$ cat config.mk
export PLATFORM = sky130hd
export DESIGN_NAME = alu_seq_core
export DESIGN_NICKNAME = d
export VERILOG_FILES = /design/src/rtl/alu_seq_core.sv
export SDC_FILE = /design/constraint.sdc
export NUM_CORES = 1
export LEC_CHECK = 0
export CAP_MARGIN = 30
export CORE_MARGIN = 8
export CORE_UTILIZATION = 42
export CTS_BUF_LIST = sky130_fd_sc_hd__clkbuf_8
export DETAILED_ROUTE_END_ITERATION = 16
export GPL_TIMING_DRIVEN = 1
export PLACE_DENSITY = 0.64
export SLEW_MARGIN = 10
export SYNTH_ARGS = -nofsm -noshare
export SYNTH_HDL_FRONTEND = slang
export SYNTH_SLANG_ARGS = --single-unit
$ cat constraint.sdc
create_clock -name clk -period 8.7 [get_ports clk]
set_input_delay 2.61 -clock clk [delete_from_list [all_inputs] [get_ports clk]]
set_output_delay 2.61 -clock clk [all_outputs]
set_load 0.01 [all_outputs]
$ cat src/rtl/alu_seq_core.sv
// Handshaked WIDTH-bit ALU with a persistent {SF,CF,ZF,OF} flag register and an
// iterative shifter that moves one bit per cycle before presenting its result.
module alu_seq_core #(
  parameter int WIDTH = 8
) (
  input  logic             clk,
  input  logic             rst_n,
  input  logic             in_valid,
  output logic             in_ready,
  input  logic [4:0]       op,
  input  logic [WIDTH-1:0] a,
  input  logic [WIDTH-1:0] b,
  output logic             out_valid,
  input  logic             out_ready,
  output logic [WIDTH-1:0] result,
  output logic [3:0]       flags
);
  localparam int M  = WIDTH - 1;
  localparam int CW = 6;
  localparam logic [CW-1:0]    N_MAX   = CW'(WIDTH);
  localparam logic [WIDTH-1:0] WIDTH_V = WIDTH'(WIDTH);

  localparam logic [4:0] OP_ADD   = 5'd1;
  localparam logic [4:0] OP_AND   = 5'd2;
  localparam logic [4:0] OP_SUB   = 5'd3;
  localparam logic [4:0] OP_OR    = 5'd4;
  localparam logic [4:0] OP_XOR   = 5'd5;
  localparam logic [4:0] OP_PASSB = 5'd6;
  localparam logic [4:0] OP_NOTA  = 5'd8;
  localparam logic [4:0] OP_SAR   = 5'd9;
  localparam logic [4:0] OP_SHR   = 5'd10;
  localparam logic [4:0] OP_SAL   = 5'd11;
  localparam logic [4:0] OP_SHL   = 5'd12;
  localparam logic [4:0] OP_ADC   = 5'd13;
  localparam logic [4:0] OP_SBB   = 5'd14;
  localparam logic [4:0] OP_INC   = 5'd15;
  localparam logic [4:0] OP_DEC   = 5'd16;
  localparam logic [4:0] OP_CMP   = 5'd20;

  typedef enum logic [1:0] {S_IDLE, S_SHIFT, S_HOLD} state_t;

  state_t           state_q, state_d;
  logic [WIDTH-1:0] work_q, work_d;
  logic [CW-1:0]    cnt_q, cnt_d;
  logic             shl_q, shl_d;
  logic             sar_q, sar_d;
  logic             amsb_q, amsb_d;
  logic [WIDTH-1:0] result_q, result_d;
  logic [3:0]       flags_q, flags_d;

  logic             cf_q;
  logic             accept;
  logic             is_shift;
  logic [CW-1:0]    n_amt;

  assign cf_q      = flags_q[2];
  assign in_ready  = (state_q == S_IDLE) || ((state_q == S_HOLD) && out_ready);
  assign accept    = in_valid && in_ready;
  assign out_valid = (state_q == S_HOLD);
  assign result    = result_q;
  assign flags     = flags_q;

  assign is_shift = (op == OP_SAR) || (op == OP_SHR) || (op == OP_SAL) || (op == OP_SHL);
  assign n_amt    = (b >= WIDTH_V) ? N_MAX : CW'(b);

  // Non-shift datapath; flag_v is the value SF/ZF are taken from (differs from R for CMP)
  logic [WIDTH:0]   arith;
  logic [WIDTH-1:0] alu_r;
  logic [WIDTH-1:0] flag_v;
  logic             alu_cf;
  logic             alu_of;
  logic             alu_wr;

  always_comb begin
    arith  = '0;
    alu_r  = '0;
    flag_v = '0;
    alu_cf = 1'b0;
    alu_of = 1'b0;
    alu_wr = 1'b0;
    case (op)
      OP_ADD, OP_ADC: begin
        arith  = {1'b0, a} + {1'b0, b} + {{WIDTH{1'b0}}, (op == OP_ADC) & cf_q};
        alu_r  = arith[M:0];
        flag_v = alu_r;
        alu_cf = arith[WIDTH];
        alu_of = (a[M] == b[M]) && (alu_r[M] != a[M]);
        alu_wr = 1'b1;
      end
      OP_SUB, OP_SBB, OP_CMP: begin
        arith  = {1'b0, a} - {1'b0, b} - {{WIDTH{1'b0}}, (op == OP_SBB) & cf_q};
        flag_v = arith[M:0];
        alu_r  = (op == OP_CMP) ? a : flag_v;
        alu_cf = arith[WIDTH];
        alu_of = (a[M] != b[M]) && (flag_v[M] != a[M]);
        alu_wr = 1'b1;
      end
      OP_INC: begin
        arith  = {1'b0, a} + {{WIDTH{1'b0}}, 1'b1};
        alu_r  = arith[M:0];
        flag_v = alu_r;
        alu_cf = arith[WIDTH];
        alu_of = (a == {1'b0, {M{1'b1}}});
        alu_wr = 1'b1;
      end
      OP_DEC: begin
        arith  = {1'b0, a} - {{WIDTH{1'b0}}, 1'b1};
        alu_r  = arith[M:0];
        flag_v = alu_r;
        alu_cf = arith[WIDTH];
        alu_of = (a == {1'b1, {M{1'b0}}});
        alu_wr = 1'b1;
      end
      OP_AND: begin
        alu_r  = a & b;
        flag_v = alu_r;
        alu_wr = 1'b1;
      end
      OP_OR: begin
        alu_r  = a | b;
        flag_v = alu_r;
        alu_wr = 1'b1;
      end
      OP_XOR: begin
        alu_r  = a ^ b;
        flag_v = alu_r;
        alu_wr = 1'b1;
      end
      OP_PASSB: alu_r = b;
      OP_NOTA:  alu_r = ~a;
      default:  alu_r = '0;
    endcase
  end

  // One shift step on the working register; out_bit is the bit leaving it
  logic [WIDTH-1:0] step;
  logic             out_bit;

  always_comb begin
    step    = '0;
    out_bit = 1'b0;
    if (shl_q) begin
      step    = {work_q[M-1:0], 1'b0};
      out_bit = work_q[M];
    end else begin
      step    = {sar_q & work_q[M], work_q[M:1]};
      out_bit = work_q[0];
    end
  end

  always_comb begin
    state_d  = state_q;
    work_d   = work_q;
    cnt_d    = cnt_q;
    shl_d    = shl_q;
    sar_d    = sar_q;
    amsb_d   = amsb_q;
    result_d = result_q;
    flags_d  = flags_q;
    case (state_q)
      S_IDLE, S_HOLD: begin
        if ((state_q == S_HOLD) && out_ready && !in_valid) begin
          state_d = S_IDLE;
        end
        if (accept) begin
          if (is_shift && (n_amt != '0)) begin
            state_d = S_SHIFT;
            work_d  = a;
            cnt_d   = n_amt;
            shl_d   = (op == OP_SAL) || (op == OP_SHL);
            sar_d   = (op == OP_SAR);
            amsb_d  = a[M];
          end else if (is_shift) begin
            state_d  = S_HOLD;
            result_d = a;
            flags_d  = {a[M], 1'b0, (a == '0), 1'b0};
          end else begin
            state_d  = S_HOLD;
            result_d = alu_r;
            if (alu_wr) begin
              flags_d = {flag_v[M], alu_cf, (flag_v == '0), alu_of};
            end
          end
        end
      end
      S_SHIFT: begin
        work_d = step;
        cnt_d  = cnt_q - 1'b1;
        if (cnt_q == {{(CW-1){1'b0}}, 1'b1}) begin
          state_d  = S_HOLD;
          result_d = step;
          flags_d  = {step[M], out_bit, (step == '0), (step[M] != amsb_q)};
        end
      end
      default: state_d = S_IDLE;
    endcase
  end

  always_ff @(posedge clk or negedge rst_n) begin
    if (!rst_n) begin
      state_q  <= S_IDLE;
      work_q   <= '0;
      cnt_q    <= '0;
      shl_q    <= 1'b0;
      sar_q    <= 1'b0;
      amsb_q   <= 1'b0;
      result_q <= '0;
      flags_q  <= '0;
    end else begin
      state_q  <= state_d;
      work_q   <= work_d;
      cnt_q    <= cnt_d;
      shl_q    <= shl_d;
      sar_q    <= sar_d;
      amsb_q   <= amsb_d;
      result_q <= result_d;
      flags_q  <= flags_d;
    end
  end

endmodule

==> summary.md, run 1 <==
| Metric | Value |
|---|---|
| Unrepaired setup endpoints after global routing | `false` |
| Slowest cell on the critical path | `clkdlybuf4s50_1` |
| Layout Utilization | `between 40% and 50%` |
| Root Buffer | `clkbuf_8` |
| Total CTS buffers | `5` |
| Status | `finished clean` |
| Total Power | `just under 700 uW` |
| Clock Skews | `0.0130 ns` |
| Hold Path Class | `reg -> reg` |
| Crit-path max cell delay | `just under 0.6 ns` |
| Synthesis Warnings | `0` |
| Cells after Synth | `500` |
| Worst skew pair latency | `0.29 ns` |
| Synth Area in Adders | `13.4%` |
| Worst path most repeated cell | `clkdlybuf4s50_1` |
| Post-cts sizing count | `0` |
| Synth Area in Compound Gates | `26.7%` |
| Largest family of logic cells by synthesized area | `compound AO/OA/AOI/OAI gates` |
| CTS tree | `done` |
| Crit Path Class | `in -> out` |
| Initial antenna violation count | `0` |
| Starting Density | `~43%` |
| VDD IR max | `140 uV` |
| Placer Congestion | `between 0.9 and 1` |
| Largest net degree at the start of global routing | `32` |
| IO buf count | `38` |
| First-pass GRT wire length | `~20 mm` |
| Met1 wire length | `between 5 and 6 mm` |
| Die Y | `about 110 um` |
| Startpoint Class | `input pin` |
| Commonest non-fill, non-tap cell in the layout | `nor2_1` |
| 1st-iter DRT viols | `~280` |
| Syn Area/Cell | `7.90 um^2` |
| Yosys top cell area share | `between 10% and 20%` |
| Hold Vio Cnt, Final | `0` |
| Residual DRC | `0` |
| Met3 Routed Length | `roughly 900 um` |
| Post-CTS Setup Inserts | `0` |
| Pwr dens | `approximately 160 nW/um^2` |
| Detailed Route WL | `roughly 13 mm` |
| Post-synth EDFFs | `0` |
| Seq/Total Area, Yosys | `19.6%` |
| Vias per cell | `~6.3` |
| Predominant post-synthesis flop cell | `dfrtp_1` |
| Clock-pin slew of the registers on the worst-case setup and hold paths | `approximately 0.06 ns` |
| Worst Path Arrival | `just under 4 ns` |
| Max-slew violations | `0` |
| Worst-margin pin slew | `0.882 ns` |
| CP Data Required Time | `between 6 and 7 ns` |
| Die Wd | `around 110 um` |
| Io pins | `39` |
| Overflow after GRT | `0` |
| CTS HTree Levels | `2` |
| Leak pwr | `about 1.9 nW` |
| Crit. End Element | `primary output` |
| Post-synthesis mux area share | `about 6%` |
| Nets | `around 600` |
| Most frequent cells in the layout | `nor2_1 (50), nand2_1 (39), clkdlybuf4s50_1 (38)` |
| Top fanout value on the critical path | `4` |
| Met2 WL post-DR | `approximately 6 mm` |
| Post-synthesis simple-gate area fraction | `between 20% and 30%` |
| Setup violators final | `0` |
| Asr flop ratio synth | `100%` |
| Routed len/inst | `about 20 um` |
| Antenna Nets Post-Route | `0` |
| Syn nets | `between 500 and 600` |
| XOR/XNOR share of the synthesized area | `~3.3%` |
| Max cap viols | `0` |
| Flop and latch count out of synthesis | `31` |
| Row cnt | `35` |
| CP delay by family, top | `buffers and inverters` |
| Hpwl dp | `between 9 and 10 mm` |
| Die Footprint | `about 13000 um^2` |
| Vias in the first global route | `about 3800` |
| Worst rel slew slack | `41.0%` |
| 1st-pass router iterations | `5` |
| Via count | `3986` |
| Clock Sinks | `31` |
| WP buf/inv | `3` |
| Hold_buf cts | `0` |
| Share of post-route cells with drive strength above 1 | `under 10%` |
| Antenna Cells | `0` |
| GRT Overall Usage | `around 20%` |
| Worst path cell trace | `clkdlybuf4s50_1 -> inv_1 -> a21oi_1 -> clkdlybuf4s50_1` |
| Max Clock Freq | `approximately 150 MHz` |
| Max clock buf depth | `2` |
| Tmin final | `~6.6 ns` |
| DR top layer | `met4` |
| Top cells by area, synth | `dfrtp_1 (20%), ha_1 (11%), nor2_1 (4.8%)` |
| Post-synthesis cell area | `approximately 4000 um^2` |
| Dominant cell type by area after synthesis | `dfrtp_1` |
| Period Utilization, post-route | `between 70% and 80%` |
| Core footprint | `9200 um^2` |
| Area Growth Syn to Fin | `12.4%` |
| Synth cell types | `86` |
| Post-Route Setup TNS | `0 ns` |
-- cell type report --
cell class,instances,area (um^2)
Clock inverter,3,12.5
Timing Repair Buffer,42,410
Sequential cell,31,776
Tap cell,111,139
Multi-Input combinational cell,412,2930
Inverter,29,109
Clock buffer,5,68.8
Fill cell,898,4760
-- report_power, final --
| group | leakage, nW | switching [mW] | internal (mW) |
|---|---|---|---|
| Clock | 0.0505 | 0.0527 | 0.0536 |
| Combinational | 1.41 | 0.180 | 0.158 |
| Sequential | 0.396 | 0.0484 | 0.197 |
| Total | 1.86 | 0.282 | 0.408 |
-- worst paths after layout --
kind                        endpoint  slack (ns)      start  cells past startpoint
min in group asynchronous   cnt_q[3]        2.71      rst_n                      2
max reg2reg                 flags[0]        5.41   flags[2]                     12
max                         in_ready        2.13  out_ready                      4
min                         cnt_q[5]        0.50   cnt_q[5]                      1
min reg2reg                 cnt_q[5]        0.50   cnt_q[5]                      1
max in group asynchronous  work_q[4]        5.69      rst_n                      2
-- cell families after synthesis --
group,Yosys count
fa+ha+maj,40
xor+xnor,15
mux,22
buf+inv,57
flops,31
compound gates,150
simple gates,185
-- layer usage --
metal	vias up	GRT usage, %
met5	-	0
met4	0	9.59
met3	31	2.56
met2	171	32.2
met1	1888	26.4
li1	1896	-
-- worst reg2reg max path, cell delays in order (launching register included) --
cell and delay, ns:
dfrtp_1 0.44, nand4b_1 0.14, fa_1 0.56, inv_1 0.05
ha_1 0.17, o21ai_0 0.29, nand3_1 0.22, and3_1 0.24
or3_1 0.44, xnor2_1 0.15, and3_1 0.18, o211ai_1 0.18
o211ai_1 0.11
-- through the flow --
step                hold WS [ns]  worst slack (ns)  instance area (um^2)  cells
global placement           0.488              2.15                  4360    625
floorplan                  0.444              3.14                  3950    500
CTS                        0.495              2.13                  4440    633
detailed placement         0.487              2.13                  4360    625
finish                     0.497              2.13                  4440    633
global route               0.518              2.06                  4440    633
-- Yosys cell counts, types with 3 or more instances --
master	n
buf_4	3
o21ai_0	31
a21oi_1	31
nor3_1	9
o22ai_1	3
o21a_1	4
nand4_1	7
o221ai_1	8
a21o_1	3
nand2b_1	8
a221oi_1	3
dfrtp_1	31
nand3_1	20
mux2_2	10
ha_1	36
or3_1	5
o211ai_1	7
clkbuf_1	11
inv_1	27
mux2i_1	12
a221o_1	5
a31oi_1	6
nand2_1	39
fa_1	4
buf_2	12
o31ai_1	4
nor2_1	50
and3_1	6
or2_2	3
nor4_1	4
xor2_1	7
xnor2_1	8
and2_1	4
nor3b_1	3
nor2b_1	8
-- sequential cells by signal, indices dropped and copies added (netlist names) --
register and count:
result 8, sar_q 1, shl_q 1, flags 4, amsb_q 1, work_q 8, state_q 2, cnt_q 6
No activity file was read; power rests on OpenSTA's default activity.
==> run 2, diff against run 1 <==
- clock period: 8.7 -> 6.78 ns (I/O delays scaled with it)
==> run 2 against run 1 <==
Utilization up 0.72 points. Clock-buffer cell count did not move. Final cell count grew 0.79%. Worst hold slack improved by 0.011 ns.
==> summary.md, run 2 (synthesized netlist as in run 1, its figures left out) <==
| Metric | Value |
|---|---|
| Vias in the first global route | `around 4000` |
| Worst Path Arrival | `a little under 6 ns` |
| Worst skew pair latency | `0.28 ns` |
| Max cap viols | `0` |
| Routed len/inst | `~20 um` |
| Via count | `4001` |
| Die Wd | `113 um` |
| Hpwl dp | `approximately 10 mm` |
| Setup violators final | `0` |
| Startpoint Class | `input pin` |
| Hold Path Class | `reg -> reg` |
| Clock Skews | `roughly 0.0044 ns` |
| IO buf count | `38` |
| Leak pwr | `between 1.5 and 2 nW` |
| Crit. End Element | `register` |
| R2r worst-path depth | `12` |
| Max Clock Freq | `roughly 180 MHz` |
| First-pass GRT wire length | `20.9 mm` |
| GRT Overall Usage | `a little over 20%` |
| Row cnt | `35` |
| Clock-pin slew of the registers on the worst-case setup and hold paths | `~0.070 ns` |
| Nets | `592` |
| Share of power burned in the clock network | `about a fifth` |
| Layout Cells excl Fill | `638` |
| Die Footprint | `12800 um^2` |
| Sequential Power Share | `~34%` |
| Residual DRC | `0` |
| Critical Path Source | `op[4]` |
| CTS tree | `done` |
| Worst r2r dst | `flags[0]` |
| Top fanout value on the critical path | `17` |
| CP Data Required Time | `approximately 6.9 ns` |
| Crit Path Class | `in -> reg` |
| Core footprint | `around 9200 um^2` |
| Root Buffer | `clkbuf_8` |
| 1st-iter DRT viols | `between 200 and 300` |
| Unrepaired setup endpoints after global routing | `false` |
| Detailed Route WL | `between 10 and 15 mm` |
| Tmin final | `about 5.6 ns` |
| Antenna Cells | `0` |
| Vias per cell | `~6.3` |
| Worst rel slew slack | `between 30% and 40%` |
| Total CTS buffers | `5` |
| Largest net degree at the start of global routing | `32` |
| Area Growth Syn to Fin | `14.1%` |
| Net Sw Frac | `39.2%` |
| Placer Congestion | `0.983` |
| Hold_buf cts | `0` |
| Post-cts sizing count | `0` |
| Period Utilization, post-route | `approximately 83%` |
| Overflow after GRT | `0` |
| Io pins | `39` |
| Clock Sinks | `31` |
| Initial antenna violation count | `0` |
| Status | `finished clean` |
| Worst-margin pin slew | `0.975 ns` |
| 1st-pass router iterations | `5` |
| Net Sw Power | `roughly 360 uW` |
| Critical R2R Launch | `flags[2]` |
| Commonest non-fill, non-tap cell in the layout | `nor2_1` |
| Critical Path Sink | `flags[0]` |
| Combinational group share of total power | `between 40% and 50%` |
| Most frequent cells in the layout | `nor2_1 (50), nand2_1 (39), clkdlybuf4s50_1 (38)` |
| Pwr dens | `205 nW/um^2` |
| Post-Route Setup TNS | `0 ns` |
| Die Y | `roughly 110 um` |
| R2r setup slk | `~3.5 ns` |
| Hold Vio Cnt, Final | `0` |
| Max-slew violations | `0` |
| Cell Int Power | `~560 uW` |
| Antenna Nets Post-Route | `0` |
| Max clock buf depth | `2` |
| Post-Place Cells | `around 630` |
| CTS HTree Levels | `2` |
| Post-CTS Setup Inserts | `0` |
| Share of post-route cells with drive strength above 1 | `under 10%` |
| Starting Density | `roughly 43%` |
| VDD IR max | `roughly 220 uV` |
## run 2: stage by stage
stage,power (mW),instance area (um^2),setup slack [ns],hold WS [ns],utilization [%]
floorplan,0.584,3950,1.85,0.444,-
global placement,0.741,4400,0.972,0.482,47.9
detailed placement,0.744,4400,0.913,0.494,47.9
finish,0.925,4510,1.14,0.508,49.0
global route,0.990,4510,0.901,0.522,49.0
CTS,0.925,4510,1.18,0.507,49.0
## run 2: how the worst min path moves through the flow
stage / from / slack (ns) / to / cells past startpoint
5_1_grt: cnt_q[4] / 0.52 / cnt_q[4] / 1
4_1_cts: cnt_q[5] / 0.51 / cnt_q[5] / 1
3_5_place_dp: cnt_q[5] / 0.49 / cnt_q[5] / 1
2_1_floorplan: sar_q / 0.44 / sar_q / 2
3_3_place_gp: cnt_q[5] / 0.48 / cnt_q[5] / 1
6_report: cnt_q[4] / 0.51 / cnt_q[4] / 1
## run 2: power groups by stage
stage	sequential (mW)	combinational, mW	clock (mW)
after floorplan	0.306	0.278	0
after global routing	0.326	0.477	0.187
after global placement	0.316	0.425	0
after detailed placement	0.316	0.428	0
final	0.317	0.433	0.174
after CTS	0.315	0.431	0.179
## run 2: area by class of cell
type	count	area, um^2
clock buffers	5	68.8
clock inverters	2	33.8
fillers	944	4690
inverters	29	109
multi-input cells	412	2930
flip-flops and latches	31	776
well taps	111	139
repair buffers	48	455
## run 2: routing by layer
metal  global-route usage, %  up-vias  part of all wire [%]
met2                    33.8      168                    47
li1                        -     1904                     -
met1                    26.4     1905                    44
met4                    7.37        0                   2.4
met5                       0        -                     0
met3                    2.40       24                   6.6
## run 2: critical path, stage by stage
cell	delay, ns
clkdlybuf4s50_1	0.65
and3b_4	0.45
nand4b_1	0.14
fa_1	0.57
inv_1	0.05
ha_1	0.16
o21ai_0	0.30
nand3_1	0.19
and3_1	0.21
or3_1	0.43
xnor2_1	0.14
and3_1	0.18
o211ai_1	0.18
o211ai_1	0.11
